$ cat src/rtl/and_gate_pipe.sv
// Registered, optionally pipelined bitwise AND with valid tracking
// and a saturating counter of all-ones results.
module and_gate_pipe #(
    parameter int WIDTH   = 1,
    parameter int LATENCY = 1,
    parameter int CNT_W   = 16
) (
    input  logic             clk,
    input  logic             rst,
    input  logic [WIDTH-1:0] a,
    input  logic [WIDTH-1:0] b,
    input  logic             in_valid,
    output logic [WIDTH-1:0] out,
    output logic             out_valid,
    output logic             out_all,
    output logic [CNT_W-1:0] hit_count
);

    if (WIDTH < 1 || LATENCY < 1 || CNT_W < 1) begin : g_bad_cfg
        $error("and_gate_pipe: WIDTH, LATENCY and CNT_W must be >= 1");
    end

    localparam int                LAST    = LATENCY - 1;
    localparam logic [CNT_W-1:0]  CNT_ONE = 1;
    localparam logic [CNT_W-1:0]  CNT_MAX = {CNT_W{1'b1}};

    logic [LATENCY-1:0][WIDTH-1:0] data_q;
    logic [LATENCY-1:0][WIDTH-1:0] data_d;
    logic [LATENCY-1:0]            vld_q;
    logic [LATENCY-1:0]            vld_d;
    logic [CNT_W-1:0]              hit_q;
    logic [CNT_W-1:0]              hit_d;

    always_comb begin
        data_d    = data_q;
        vld_d     = vld_q;
        hit_d     = hit_q;
        data_d[0] = a & b;
        vld_d[0]  = in_valid;
        for (int i = 1; i < LATENCY; i++) begin
            data_d[i] = data_q[i-1];
            vld_d[i]  = vld_q[i-1];
        end
        // The final stage doubles as the output hold register.
        if (!vld_d[LAST]) begin
            data_d[LAST] = data_q[LAST];
        end
        if (vld_d[LAST] && (&data_d[LAST]) && (hit_q != CNT_MAX)) begin
            hit_d = hit_q + CNT_ONE;
        end
    end

    always_ff @(posedge clk) begin
        if (rst) begin
            data_q <= '0;
            vld_q  <= '0;
            hit_q  <= '0;
        end else begin
            data_q <= data_d;
            vld_q  <= vld_d;
            hit_q  <= hit_d;
        end
    end

    assign out       = data_q[LAST];
    assign out_valid = vld_q[LAST];
    assign out_all   = &data_q[LAST];
    assign hit_count = hit_q;

endmodule

$ cat config.mk
export PLATFORM = sky130hd
export DESIGN_NAME = and_gate_pipe
export DESIGN_NICKNAME = d
export VERILOG_FILES = /design/src/rtl/and_gate_pipe.sv
export SDC_FILE = /design/constraint.sdc
export NUM_CORES = 1
export LEC_CHECK = 0
export CAP_MARGIN = 10
export CORE_ASPECT_RATIO = 0.75
export CORE_UTILIZATION = 30
export CTS_BUF_LIST = sky130_fd_sc_hd__clkbuf_16
export DETAILED_ROUTE_END_ITERATION = 8
export RECOVER_POWER = 100
export SYNTH_ARGS = -nofsm -noshare
export SYNTH_HDL_FRONTEND = slang
export SYNTH_SLANG_ARGS = --single-unit
$ cat constraint.sdc
create_clock -name clk -period 2.5 [get_ports clk]
set_clock_uncertainty 0.2 [all_clocks]
set_input_delay 0.5 -clock clk [delete_from_list [all_inputs] [get_ports clk]]
set_output_delay 0.5 -clock clk [all_outputs]
set_load 0.005 [all_outputs]
==> out/results.txt <==
Outcome: finished, final reports clean
CTS resizes: 0
Avg WL per Cell: 13.52 microns
Die X: 66.19 microns
CP max FO: 5
DR top layer: met4
Primary FF master, synth: dfxtp_1
Leakage power: 0.4230 nW
Least-Margin Pin Slew: 546.2 ps
Hold-fix buffers, CTS: 0
Total grt overflow: 0
Crit end category: flip-flop
DP Wirelength: 1632 microns
Root buffer selected by CTS: clkbuf_16
Sw frac: 19.61%
Synth cell types: 33
Top-count cell post-synth: dfxtp_1
RSZ-0062 raised after global routing: false
Ys Warns: 0
Placed Area: 1197 sq um
GRT Util Overall: 15.18%
Met3 Wirelength: 97 microns
Share of cells above drive strength 1: 9.023%
Register area: 360.3 sq um
CTS Buf Count: 3
Vias in the first global route: 830
Finished Layout Cells: 171
First-pass GRT wire length: 3808 microns
Flop pwr share: 45.5%
Final min period: 2330 ps
Worst endpoint required time: 2480 ps
Power Internal: 0.0005149 W
Clock Path Buffers: 2
Hold Crit Class: flip-flop to flip-flop
Worst path most repeated cell: or4_1
Yosys top cell area share: 38.87%
Die height: 50.15 microns
Final wirelength: 2312 microns
Largest cells by area after synthesis: dfxtp_1 39%, a21oi_1 7.6%, o31ai_1 7.3%, or4_1 5.7%, nand4_1 4.7%
Slowest cell on the critical path: or4_1
Yosys reg bits: 18
Maxcap violations: 0
Peak supply drop: 0.3225 mV
Routed metal-1 wirelength: 1100 microns
Final setup violating endpoints: 0
Synthesized cell area: 927.1 sq um
Postcts setup bufs: 0
Fill cells: 299
Setup_tns: 0 ps
Antenna Nets Post-Route: 0
Mapped Nets: 114
Clk sinks: 18
Cell area power density: 508.4 nW/um^2
Design Area, Final: 1260 sq um
Crit share post-route: 93.20%
WS Path Type: primary input to flip-flop
Syn avg cell area: 8.585 sq um
CP cell instances: clkdlybuf4s50_1 -> nand3_1 -> or4_1 -> or4_1 -> a21oi_1
Placed Cells: 167
Worst skew pair latency: 250 ps
Clock power frac: 50.9%
Largest net degree at the start of global routing: 16
Reg clk slew, reported paths: 50 ps
EDFF count, synth: 0
Initial Utilization: 31.59%
Largest stage delay, worst path: 600 ps
Comb pwr share: 3.6%
I/O pins: 24
Area grow syn2layout: 35.90%
Sw power: 0.0001256 W
Via count: 953
H-tree depth: 1
Max-slew violations: 0
Slew HR: 63.59%
Multi-input gate area: 498.0 sq um
DR DRC count: 0
Critical Path Source Type: primary input
DRT Pass-1 Iters: 4
Hold violation total from the final report: 0
# nets final: 140
Row cnt: 17
Async SR Flop Fraction: 0%
Core Area: 2935 sq um
Mapped Cells: 108
Data arrival, critical path: 2310 ps
Initial antenna violation count: 0
Die area: 3319 sq um
Final GP Congestion: 0.7721
DR vias/cell: 5.573
# port buffers: 23
Sequential area share after synthesis: 38.87%
Metal2 WL: 1093 microns
Yosys top cell by area: dfxtp_1
Diode count: 0
CTS tree: built
Fmax: 0.4292 GHz
1st-iter DRT viols: 41
Synth cell count leaders: 18 x dfxtp_1, 14 x a21oi_1, 9 x o31ai_1
-- routing by layer --
metal / global-route usage (%) / vias to the layer above
met1: 20.39 / 460
met5: 0 / -
met3: 5.000 / 2
met4: 4.255 / 0
met2: 23.13 / 21
li1: - / 470
-- power groups by stage --
stage               logic [W]  registers [W]  clock network (W)
finish              0.0000231       0.000291           0.000326
CTS                 0.0000262       0.000291           0.000331
floorplan           0.0000118       0.000298                  0
global placement    0.0000259       0.000298                  0
detailed placement  0.0000261       0.000298                  0
global route        0.0000253       0.000292           0.000343
-- logic make-up (layout without fill, tap and decap cells) --
family | count (synthesis) | in the layout | synth area share, %
flops | 18 | 18 | 38.87
fa+ha+maj | 1 | 1 | 1.349
buf+inv | 10 | 35 | 6.478
compound gates | 31 | 31 | 20.24
simple gates | 48 | 48 | 33.07
-- stage by stage --
stage               utilization, %  hold WS, ps   power, W  setup slack [ps]
finish                       42.92        292.7  0.0006405             169.9
global placement             40.79        277.4  0.0003235             1.079
global route                 42.92        315.8  0.0006600             72.39
detailed placement           40.79        289.0  0.0003237            -50.98
floorplan                        -        275.5  0.0003095             487.4
CTS                          43.48        301.2  0.0006484             210.5
-- critical path, delay by kind of cell --
family	cells	cell delay, ps
AOI/OAI and AO/OA	1	150
buffers and inverters	1	480
and+or+nand+nor	3	1180
-- final timing paths --
| path | start | endpoint | slack (ps) | depth (start not counted) |
|---|---|---|---|---|
| worst max-delay path | in_valid | hit_count[15] | 170 | 5 |
| worst min-delay path | out | out | 290 | 2 |
| worst max register to register | hit_count[7] | hit_count[15] | 390 | 4 |
| worst min register to register | out | out | 290 | 2 |
-- area by class of cell --
| type | instances | area share (%) |
|---|---|---|
| clock buffers | 3 | 5.958 |
| clock inverters | 1 | 0.2979 |
| inverters | 2 | 0.5958 |
| multi-input cells | 80 | 39.52 |
| flip-flops and latches | 18 | 28.60 |
| well taps | 38 | 3.774 |
| repair buffers | 29 | 21.25 |
-- cells in the final DEF (no fill, tap or decap), types with 2 or more instances in the layout --
master / n
a21oi_1: 14
buf_4: 4
clkbuf_1: 2
clkbuf_16: 3
clkdlybuf4s50_1: 3
dfxtp_1: 18
dlygate4sd3_1: 20
inv_1: 2
nand2_1: 5
nand3_1: 7
nand4_1: 7
nor2_1: 2
nor3_1: 3
nor4_1: 2
o21ai_0: 4
o31ai_1: 9
or3_1: 5
or4_1: 8
-- registers in the layout, summed over array words and instances, names as in the netlist --
name and count:
hit_count 16, out 1, out_valid 1
No activity file was read; power rests on OpenSTA's default activity.
